$ cat src/rtl/spin_wheel.sv
// spin_wheel: eight-position LED spinner that runs, brakes over a random number of slowing steps, then halts.
// Optional INTERNAL_RNG_EN replaces rand_i with an internal 4-bit LFSR as the brake random source.
module spin_wheel #(
    parameter int RUN_DIV    = 1,
    parameter int BRAKE_BASE = 2,
    parameter int MAX_GAP    = 3
) (
    input  logic       clk_i,
    input  logic       rst_i,
    input  logic       tick_i,
    input  logic       stop_i,
    input  logic [3:0] rand_i,
    output logic [2:0] pos_o,
    output logic       running_o
);
    typedef enum logic [1:0] {RUN, BRAKE, STOPPED} state_t;
    state_t     state_q, state_d;
    logic [2:0] pos_q, pos_d;
    logic       running_q, running_d;
    logic [3:0] div_q, div_d, gap_q, gap_d, wait_q, wait_d;
    logic [4:0] rem_q, rem_d;
    logic [3:0] rnd;
`ifdef INTERNAL_RNG_EN
    logic [3:0] lfsr_q, lfsr_d;
    logic       unused_rand;
    assign unused_rand = ^rand_i;
    assign rnd = lfsr_q;
    always_comb lfsr_d = tick_i ? {lfsr_q[2:0], lfsr_q[3] ^ lfsr_q[2]} : lfsr_q;
    always_ff @(posedge clk_i) lfsr_q <= rst_i ? 4'b0001 : lfsr_d;
`else
    assign rnd = rand_i;
`endif
    always_comb begin
        state_d   = state_q;
        pos_d     = pos_q;
        running_d = running_q;
        div_d     = div_q;
        gap_d     = gap_q;
        wait_d    = wait_q;
        rem_d     = rem_q;
        case (state_q)
            RUN: begin
                if (stop_i) begin
                    state_d = BRAKE;
                    rem_d   = 5'(BRAKE_BASE) + {1'b0, rnd};
                    gap_d   = 4'd1;
                    wait_d  = 4'd0;
                    div_d   = 4'd0;
                end else if (tick_i) begin
                    pos_d = (div_q == 4'(RUN_DIV - 1)) ? pos_q + 3'd1 : pos_q;
                    div_d = (div_q == 4'(RUN_DIV - 1)) ? 4'd0 : div_q + 4'd1;
                end
            end
            BRAKE: begin
                if (!stop_i) begin
                    state_d = RUN;
                    div_d   = 4'd0;
                end else if (tick_i) begin
                    if (wait_q + 4'd1 == gap_q) begin
                        pos_d  = pos_q + 3'd1;
                        rem_d  = rem_q - 5'd1;
                        wait_d = 4'd0;
                        gap_d  = (gap_q == 4'(MAX_GAP)) ? gap_q : gap_q + 4'd1;
                        // the final step lands together with the halt
                        if (rem_q == 5'd1) begin
                            state_d   = STOPPED;
                            running_d = 1'b0;
                        end
                    end else begin
                        wait_d = wait_q + 4'd1;
                    end
                end
            end
            default: begin
                if (!stop_i) begin
                    state_d   = RUN;
                    running_d = 1'b1;
                    div_d     = 4'd0;
                end
            end
        endcase
    end
    always_ff @(posedge clk_i) begin
        if (rst_i) begin
            state_q   <= RUN;
            pos_q     <= 3'd0;
            running_q <= 1'b1;
            div_q     <= 4'd0;
            gap_q     <= 4'd1;
            wait_q    <= 4'd0;
            rem_q     <= 5'd0;
        end else begin
            state_q   <= state_d;
            pos_q     <= pos_d;
            running_q <= running_d;
            div_q     <= div_d;
            gap_q     <= gap_d;
            wait_q    <= wait_d;
            rem_q     <= rem_d;
        end
    end
    assign pos_o     = pos_q;
    assign running_o = running_q;
endmodule

$ cat config.mk
export PLATFORM = sky130hd
export DESIGN_NAME = spin_wheel
export DESIGN_NICKNAME = d
export VERILOG_FILES = /design/src/rtl/spin_wheel.sv
export SDC_FILE = /design/constraint.sdc
export NUM_CORES = 1
export LEC_CHECK = 0
export BUFFER_PORTS_ARGS = -buffer_cell sky130_fd_sc_hd__buf_2
export CORE_MARGIN = 3
export CORE_UTILIZATION = 45
export DETAILED_ROUTE_END_ITERATION = 8
export SYNTH_ARGS = -nofsm -noshare
export SYNTH_HDL_FRONTEND = slang
export SYNTH_SLANG_ARGS = --single-unit
$ cat constraint.sdc
create_clock -name clk_i -period 6.1 [get_ports clk_i]
set_clock_uncertainty 0.15 [all_clocks]
set_input_delay 1.22 -clock clk_i [delete_from_list [all_inputs] [get_ports clk_i]]
set_output_delay 1.22 -clock clk_i [all_outputs]
set_load 0.01 [all_outputs]
Word-level counts from Yosys, hierarchy flattened
Index checks and enable logic that the tools add are counted.
W data, S select, Z words.

storage, ports and cells
  bits of input ports = 8
  output and inout port bits = 4
  register bits = 23
  word-level logic and storage cells = 85

operators by class
  reduce and logical (&&, ||, !) cells = 10
  bitwise logic cells = 1
  add/sub/neg operators = 6
  eq/ne operators = 20
  muxes and demuxes = 41

operators with widths
  cell                   number
  $mux W4                14
  $mux W5                4
  $mux W3                6
  $ne A2 B2 Y1 const B   9
  $pmux W4 S2            2
  $add A4 B1 Y4 const B  3
  $mux W2                6
  $ne A3 B3 Y1 const B   4
  $reduce_and A6 Y1      2
  $pmux W5 S2            1
  $reduce_and A5 Y1      2
  $reduce_and A7 Y1      1
  $pmux W3 S2            1
  $add A2 B4 Y5 const A  1
  $eq A5 B1 Y1 const B   1
  $mux W1                5
  $sub A5 B1 Y5 const B  1
  $eq A4 B2 Y1 const B   1
  $eq A4 B4 Y1           1
  $logic_not A4 Y1       1
  $ne A2 B1 Y1 const B   2
  $pmux W2 S2            1
  $reduce_and A4 Y1      1
  $add A3 B1 Y3 const B  1
  other kinds (7)        7

Logic depth before layout (Yosys ltp)
Gate-level depths: netlist of run 1.

  word-level depth = 6
  depth in mapped cells = 7
  gate-level depth less buffers = 7

Worst setup path before layout of run 1
OpenSTA, ideal clock, no wires.

  path type = input-to-reg
  from = in tick_i
  to = reg gap_q[0]
  data required time = 5.827 ns
  buffers on the path = 1
  data arrival time = 2.476 ns
  library setup time = 0.123 ns
  stages on the path = 6
  setup slack = 3.351 ns
  cell sequence = clkbuf_1 -> inv_2 -> a21oi_2 -> nand3_4 -> a31oi_1 -> mux2_1

on the way
  longest elaborated chain between the ends = 2

RTL lines
  what                         line  text
  start, declared              10    input logic tick_i,
  $ne A2 B2 Y1 (no line)       -
  $reduce_and A6 Y1 (no line)  -
  end signal, assigned         97    gap_q <= gap_d;
  end, declared                20    logic [3:0] div_q, div_d, gap_q, gap_d, wait_q, wait_d;

No other way between the ends.
A chain may end at the register's enable or synchronous reset.

Worst setup path after layout of run 1
  from = in stop_i
  to = reg gap_q[0]

on the way
  longest elaborated chain between the ends = 2
  elaborated cells on any way between the ends = 3
  those cells by class = eq/ne (2); reduce/logical (1)

RTL lines
  what                             line  text
  start, declared                  11    input logic stop_i,
  $ne A2 B2 Y1 (no line)           -
  $reduce_and A6 Y1 (no line) (*)  -

Mark *: on every way between the ends. The rest lies on a longest branch, timed or not.

==> results.toml, run 1 <==
[pwr]
power_uw = 285
p_sw_uw = 82.6
p_clk_share_pct = 24.9
internal_power_uw = 202
switching_share_pct = 29.0
vdd_drop_max_uv = 111
seqPwrFrac_pct = 57.0
powerDensity_mw_per_mm2 = 184
p_comb_share_pct = 18.2
power.leakage_uw = 0.000570

[clocking]
cts_made_buffers = 3
cts-htree-levels = 1
clkTransAtPathRegs_ns = 0.13
cts.sinks = 23
cts_tree = "done"
ctsResizeCount = 0
clock_latency_ns = 0.31
cts-root-buf = "clkbuf_4"
clock_path_buffers = 2
hold_buffers = 0
postCtsSetupBuffers = 0

[detailed_routing]
firstDrtPassIters = 4
wl_per_cell_microns = 13.8
vias = 1210
routed_wl_microns = 3010
post_drt_via_cell_ratio = 5.55
drc_errors = 0
drt_iter0_markers = 47
ant_nets = 0

[floorplanning]
ioPinCount = 12
die_x_microns = 62.8
rows = 19
die_h_microns = 62.8
die-area_sq_mm = 0.00394
core_sq_mm = 0.00290
start_util_pct = 50.0

[grt]
grt_pass1_vias = 1109
grt_pass1_wl_microns = 5120
antenna_found_initial = 0
grt_max_degree = 25
overflow = 0
track_usage_pct = 15.9

[synthesis]
synth-seq-cells = 23
synth_fp_nets = 185
ys_warn_count = 0
synth_cell_types = 48
async_reset_ff_share_pct = 0
synth_flop_cell = "dfxtp_1"
yosys.area.top_type = "dfxtp_1"
syn_area_per_cell_sq_um = 8.59
synth_edf_count = 0
synth_area_leaders = "dfxtp_1 32%, ha_1 6.9%, a21oi_1 4.1%, o21ai_0 3.1%, nand2_1 2.8%"
synthesis.instances = 169
synth_top_area_share_pct = 31.7
syn_area_sq_mm = 0.00145
ys_seq_area_share_pct = 31.7

[sta]
relSlewSlack_pct = 61.3
worstMarginPinSlew_ns = 0.581
fin_crit_ns = 2.52
post-route-period-util_pct = 41.3
holdWs_ns = 0.327
finalSetupTns_ns = 0
setup_violations = 0
rsz0062_at_grt = "no"
slew_violations = 0
hold_viol = 0
fmax_ghz = 0.397
layout_setup_ws_ns = 3.58

[place]
placed_cell_area_sq_mm = 0.00152
dp_hpwl_microns = 2260
port_buffers = 11
gp_congestion = 0.783
pre_cts_ws_ns = 3.25

[layout]
stdcell_area_sq_mm = 0.00155
area.growth.synth_to_final_pct = 6.64
drive_gt1_share_pct = 13.1
num_antenna_cells = 0
fin_nets = 193
fillerInstances = 308
multi_input_area_sq_um = 920
ff_latch_area_sq_um = 460

[flow_run]
maxCapViolCount = 0

[critical_path]
cp-start-kind = "input pin"
crit_path_end_kind = "flop"
crit_required_ns = 6.17
rr_worst_depth = 6
path_class = "input pin to flop"
cp.arrival_ns = 2.59
critPathMaxFanout = 10

[min_path]
min_path_cells = 2
hp-class = "flop to flop"

[status]
status = "complete, no violations"
-- critical path, cell delays in order --
cell,delay [ns]
buf_2,0.16
nand2b_1,0.11
a21oi_2,0.27
nand3_4,0.16
a31oi_1,0.30
mux2_1,0.35
-- sequential cells by signal, summed over array words and instances, names as in the netlist --
signal / count
div_q: 4
wait_q: 4
running_o: 1
gap_q: 4
rem_q: 5
pos_o: 3
state_q: 2
-- synth_stat cells, types with 3 or more instances --
cell,n
nand3b_1,3
nor2b_1,4
o21ai_1,4
ha_1,8
nor2_1,7
nand2_1,11
or3_1,6
inv_1,8
nor3_1,6
clkbuf_1,6
nand2b_1,5
dfxtp_1,23
nor3b_1,4
o21ai_0,9
o211ai_1,3
a31oi_1,4
a21oi_1,12
xor2_1,3
nand3_1,6
-- cell type report --
class                   count  share of cell area, %
well taps                  42                   3.40
multi-input cells         129                   59.4
clock buffers               4                   1.70
inverters                   9                   2.18
repair buffers             11                   3.56
flip-flops and latches     23                   29.7
-- final timing paths --
| path | from | endpoint | slack [ns] |
|---|---|---|---|
| setup / recovery | stop_i | gap_q[0]$_SDFFE_PP1P_ | 3.58 |
| setup reg to reg | wait_q[0]$_SDFFE_PP0P_ | pos_o[0]$_SDFFE_PP0P_ | 3.63 |
| hold reg to reg | div_q[3]$_SDFFE_PP0P_ | div_q[3]$_SDFFE_PP0P_ | 0.33 |
| hold / removal | div_q[3]$_SDFFE_PP0P_ | div_q[3]$_SDFFE_PP0P_ | 0.33 |
-- placed cells by master, fill, tap and decap left out, types with 3 or more instances in the layout --
| cell type | netlist | routed |
|---|---|---|
| ha_1 | 8 | 8 |
| nor2_1 | 7 | 7 |
| nor3b_1 | 4 | 4 |
| dfxtp_1 | 23 | 23 |
| nand2b_1 | 5 | 5 |
| o211ai_1 | 3 | 3 |
| nor2b_1 | 4 | 4 |
| o21ai_0 | 9 | 9 |
| clkbuf_4 | 0 | 3 |
| nand2_1 | 11 | 11 |
| nand3b_1 | 3 | 3 |
| a31oi_1 | 4 | 4 |
| inv_1 | 8 | 8 |
| o21ai_1 | 4 | 4 |
| nand3_1 | 6 | 6 |
| or3_1 | 6 | 6 |
| xor2_1 | 3 | 3 |
| nor3_1 | 6 | 6 |
| buf_2 | 0 | 11 |
| a21oi_1 | 12 | 12 |
-- power groups by stage --
stage               Clock (uW)  Combinational [uW]  Sequential (uW)
floorplan                    0                40.7              163
global placement             0                50.6              165
detailed placement           0                52.0              165
CTS                       75.2                52.2              162
global route              79.7                59.3              163
finish                    70.7                51.8              162
-- metal layers --
metal	vias to the layer above	GRT usage (%)	share of wire, %
met5	-	0	0
met4	0	3.58	0.60
met3	2	4.68	4.2
met2	21	24.8	46
met1	557	21.7	50
li1	630	-	-
-- stage by stage --
stage | utilization, % | instances
2_1_floorplan | - | 169
5_1_grt | 53.4 | 218
3_3_place_gp | 52.5 | 214
6_report | 53.4 | 218
3_5_place_dp | 52.5 | 214
4_1_cts | 53.4 | 218
-- cell families after synthesis --
kind of cell	share of synthesized area (%)
xor+xnor	6.47
buf+inv	4.91
fa+ha+maj	6.90
compound gates	19.2
flops	31.7
simple gates	27.1
mux	3.71
(Power assumes the default switching activity.)
==> run 2, diff against run 1 <==
ABC_AREA = 1   (was unset)
clock period = 2.6 ns   (was 6.1 ns; I/O delays follow)
==> run 2 against run 1 <==
Net effect:
- final area down 3.5%
- synthesized cell count increased by 21%
- combinational power grew to 2.9 times the previous value
- non-clock buffer count unchanged
- core utilization is 1.0 points lower
- sequential share of layout area is 1.1 points higher
- largest power group unchanged
- highest routed layer unchanged
==> results.toml, run 2 <==
[sta]
relSlewSlack_pct = 66.0
hold_viol = 0
setup_violations = 0
fin_crit_ns = 2.07
worstMarginPinSlew_ns = 0.508
slew_violations = 0
finalSetupTns_ns = 0
rsz0062_at_grt = "no"
holdWs_ns = 0.317
post-route-period-util_pct = 79.6
fmax_ghz = 0.483

[grt]
grt_pass1_wl_microns = 5130
grt_pass1_vias = 1218
antenna_found_initial = 0
track_usage_pct = 17.8
overflow = 0
grt_max_degree = 20

[clocking]
cts.sinks = 23
clkTransAtPathRegs_ns = 0.13
clock_path_buffers = 2
cts_tree = "done"
ctsResizeCount = 0
cts-htree-levels = 1
clock_latency_ns = 0.31
hold_buffers = 0
cts-root-buf = "clkbuf_4"
postCtsSetupBuffers = 0
cts_made_buffers = 3

[detailed_routing]
ant_nets = 0
wl_per_cell_microns = 12.1
vias = 1301
drt_iter0_markers = 74
drc_errors = 0
routed_wl_microns = 2970
firstDrtPassIters = 4
post_drt_via_cell_ratio = 5.29

[floorplanning]
die-area_sq_mm = 0.00383
core_sq_mm = 0.00285
rows = 19
die_h_microns = 61.9
ioPinCount = 12
die_x_microns = 61.9
start_util_pct = 49.2

[synthesis]
yosysMostFrequentCell = "nand2_1"
synthesis.instances = 204
synth-seq-cells = 23
synth_top_area_share_pct = 32.8
ys_seq_area_share_pct = 32.8
synth_cell_types = 21
yosys.area.top_type = "dfxtp_1"
synth_flop_cell = "dfxtp_1"
synth_commonest_cells = "50 x nand2_1, 24 x inv_1, 23 x dfxtp_1"
synth_area_leaders = "dfxtp_1 33%, nand2_1 13%, a21oi_1 7.8%, ha_1 7.1%, nand3_1 6.8%"
ys_warn_count = 0
synth_fp_nets = 220
syn_area_sq_mm = 0.00140
syn_area_per_cell_sq_um = 6.88
async_reset_ff_share_pct = 0
synth_edf_count = 0

[layout]
ff_latch_area_sq_um = 460
area.growth.synth_to_final_pct = 6.42
final_cell_mix = "50 x nand2_1, 24 x inv_1, 23 x dfxtp_1, 22 x a21oi_1, 19 x nand3_1"
top_register = "rem_q"
fin_nets = 232
layout_commonest_cell = "nand2_1"
multi_input_area_sq_um = 812
num_antenna_cells = 0
largest_register_ffs = 5
drive_gt1_share_pct = 9.30
fillerInstances = 288
fin_cells = 246

[place]
dp.cells = 242
gp_congestion = 0.866
port_buffers = 11
dp_hpwl_microns = 2250

[pwr]
power.leakage_uw = 0.000667
powerDensity_mw_per_mm2 = 468
vdd_drop_max_uv = 303

[critical_path]
path_class = "flop to flop"
cp-start-kind = "flop"
cp.arrival_ns = 2.12
critPathMaxFanout = 15
crit_required_ns = 2.65
crit_path_end_kind = "flop"

[min_path]
hp-class = "flop to flop"

[status]
status = "complete, no violations"

[flow_run]
maxCapViolCount = 0
[run 2: cell types whose count changed after synthesis, moves of 7 or more]
cell	before	now
nand4_1	1	11
nor2_1	7	14
nand2_1	11	50
a21oi_1	12	22
nand3_1	6	19
inv_1	8	24
[run 2: critical path, stage by stage (launching register included)]
cell and delay (ns):
dfxtp_1 0.49, ha_1 0.24, nand2_1 0.08, nand3_1 0.10, nand2_1 0.06, nor2_1 0.12
nand2_1 0.08, nand2_2 0.22, nand2_1 0.19, o21ai_0 0.18, nor2_1 0.05
[run 2: metal layers]
metal / wire [microns] / track usage, %
met5: 0 / 0
met3: 90 / 1.86
met2: 1430 / 30.6
met1: 1430 / 23.0
met4: 20 / 6.36
[run 2: logic make-up (layout without fill, tap and decap cells)]
family	count (synthesis)	after routing	synth area share [%]
XOR/XNOR	9	9	5.62
AND/OR/NAND/NOR	99	99	30.8
adder cells (fa/ha/maj)	8	8	7.13
flip-flops	23	23	32.8
multiplexers	2	2	1.43
AO/OA/AOI/OAI	32	32	12.8
buffers and inverters	31	42	9.36
[run 2: final cells by class]
type	instances	share of cell area, %
Multi-Input combinational cell	150	54.4
Inverter	27	6.78
Tap cell	31	2.60
Sequential cell	23	30.8
Clock buffer	4	1.76
Timing Repair Buffer	11	3.69
[run 2: path summary, 6_finish.rpt]
check | start | end | slack (ns) | cells after the start
setup / recovery | wait_q[0]$_SDFFE_PP0P_ | rem_q[4]$_SDFFE_PP0P_ | 0.53 | 10
hold reg to reg | running_o$_SDFFE_PP1P_ | running_o$_SDFFE_PP1P_ | 0.32 | 2
hold / removal | running_o$_SDFFE_PP1P_ | running_o$_SDFFE_PP1P_ | 0.32 | 2
setup reg to reg | wait_q[0]$_SDFFE_PP0P_ | rem_q[4]$_SDFFE_PP0P_ | 0.53 | 10
[run 2: power breakdown]
group	leakage (uW)	internal [uW]	switching, uW
combinational	0.000464	53.9	95.4
clock	0.0000150	59.8	107
sequential	0.000187	368	15.3
[run 2: through the flow]
step	power, uW	area (sq um)	util (%)	setup slack, ns
detailed placement	540	1470	51.4	0.542
global placement	537	1470	51.4	0.573
CTS	707	1490	52.4	0.520
finish	700	1490	52.4	0.531
floorplan	505	1400	-	0.906
global route	748	1490	52.4	0.316
==> run 3, diff against run 2 <==
clock period = 2.08 ns   (was 2.6 ns; I/O delays follow)
==> run 3 against run 2 <==
Net effect:
- flip-flop and latch count unchanged
- clock-buffer cell count unchanged
- wire length increased by 2.7%
- fmax increased by 8.7%
- final cell count increased by 1.6%
- hold slack got worse by 0.13 ns
- final area increased by 2.3%
- via count increased by 2.4%
- total power increased by 27%
- critical path depth unchanged
- global-route usage increased by 0.51 points
- largest cell class unchanged
- largest power group unchanged
==> results.toml, run 3 (synthesis gave the netlist of run 2 again) <==
[status]
status = "complete, no violations"

[clocking]
cts_tree = "done"
cts.sinks = 23
postCtsSetupBuffers = 0
hold_buffers = 0
clock_latency_ns = 0.32
cts-htree-levels = 1
cts_made_buffers = 3
clkTransAtPathRegs_ns = 0.13
clock_path_buffers = 2
cts-root-buf = "clkbuf_4"

[layout]
largest_register_ffs = 5
fin_util_pct = 53.6
top_register = "rem_q"
fillerInstances = 291
final_cell_mix = "49 x nand2_1, 24 x inv_1, 22 x a21oi_1, 21 x dfxtp_1, 19 x nand3_1"
drive_gt1_share_pct = 12.3
layout_commonest_cell = "nand2_1"
ff_latch_area_sq_um = 463
area.growth.synth_to_final_pct = 8.91
multi_input_area_sq_um = 815
fin_nets = 236
num_antenna_cells = 0

[grt]
antenna_found_initial = 0
grt_pass1_wl_microns = 5200
grt_max_degree = 20
grt_pass1_vias = 1175
track_usage_pct = 18.3
overflow = 0

[critical_path]
crit_required_ns = 2.18
critPathMaxFanout = 10
path_class = "flop to flop"
cp-start-kind = "flop"
crit_path_end_kind = "flop"
cp.arrival_ns = 2.00

[floorplanning]
core_sq_mm = 0.00285
die-area_sq_mm = 0.00383
rows = 19
die_x_microns = 61.9
ioPinCount = 12
start_util_pct = 49.2
die_h_microns = 61.9

[min_path]
hp-class = "input pin to flop"

[detailed_routing]
ant_nets = 0
firstDrtPassIters = 4
wl_per_cell_microns = 12.2
post_drt_via_cell_ratio = 5.33
routed_wl_microns = 3040
drt_iter0_markers = 59
drc_errors = 0
vias = 1332

[pwr]
vdd_drop_max_uv = 529
power.leakage_uw = 0.000687
power_uw = 887
powerDensity_mw_per_mm2 = 580

[sta]
rsz0062_at_grt = "no"
layout_setup_ws_ns = 0.177
relSlewSlack_pct = 74.0
fin_crit_ns = 1.90
hold_viol = 0
worstMarginPinSlew_ns = 0.389
holdWs_ns = 0.189
finalSetupTns_ns = 0
post-route-period-util_pct = 91.5
setup_violations = 0
fmax_ghz = 0.526
slew_violations = 0

[place]
pre_cts_ws_ns = 0.151
dp_hpwl_microns = 2320
gp_congestion = 0.834
port_buffers = 11

[flow_run]
maxCapViolCount = 0
## run 3: power by group
| group | switching (uW) | total [uW] | internal (uW) |
|---|---|---|---|
| logic | 122 | 196 | 73.5 |
| clock network | 136 | 211 | 75.1 |
| registers | 19.8 | 480 | 461 |
## run 3: final timing paths
check | from | to | slack [ns] | cells past startpoint
max | wait_q[0]$_SDFFE_PP0P_ | rem_q[3]$_SDFFE_PP0P_ | 0.18 | 10
min | stop_i | state_q[0]$_SDFFE_PP0P_ | 0.19 | 3
max reg2reg | wait_q[0]$_SDFFE_PP0P_ | rem_q[3]$_SDFFE_PP0P_ | 0.18 | 10
min reg2reg | rem_q[1]$_SDFFE_PP0P_ | rem_q[1]$_SDFFE_PP0P_ | 0.32 | 2
## run 3: metrics by stage
| step | cell area, sq um | instances |
|---|---|---|
| CTS | 1520 | 250 |
| global placement | 1500 | 246 |
| finish | 1530 | 250 |
| detailed placement | 1500 | 246 |
| global route | 1530 | 250 |
| floorplan | 1400 | 204 |
## run 3: critical path: stages, from the launching register on
cell and delay, ns:
dfxtp_2 0.38, ha_1 0.32, inv_1 0.04, nand2_1 0.05
nand3_1 0.08, nor2_1 0.16, nand2_1 0.08, nand2_2 0.17
buf_4 0.19, nand3_1 0.07, a21oi_1 0.14
## run 3: layout make-up
type,instances,share of cell area [%]
multi-input cells,150,53.3
repair buffers,15,5.56
clock buffers,4,1.72
flip-flops and latches,23,30.3
inverters,27,6.63
well taps,31,2.54
## run 3: per-layer routing
| metal | vias up | GRT usage [%] | share of wire (%) |
|---|---|---|---|
| met1 | 615 | 22.4 | 47 |
| met5 | - | 0 | 0 |
| met3 | 2 | 4.55 | 3.5 |
| met2 | 15 | 32.6 | 49 |
| li1 | 700 | - | - |
| met4 | 0 | 3.64 | 0.56 |
## run 3: what timing repair did
action,4_1_cts,5_1_grt
setup endpoints to repair,0,11
resized for setup,0,3
endpoints found under the hold margin,0,0
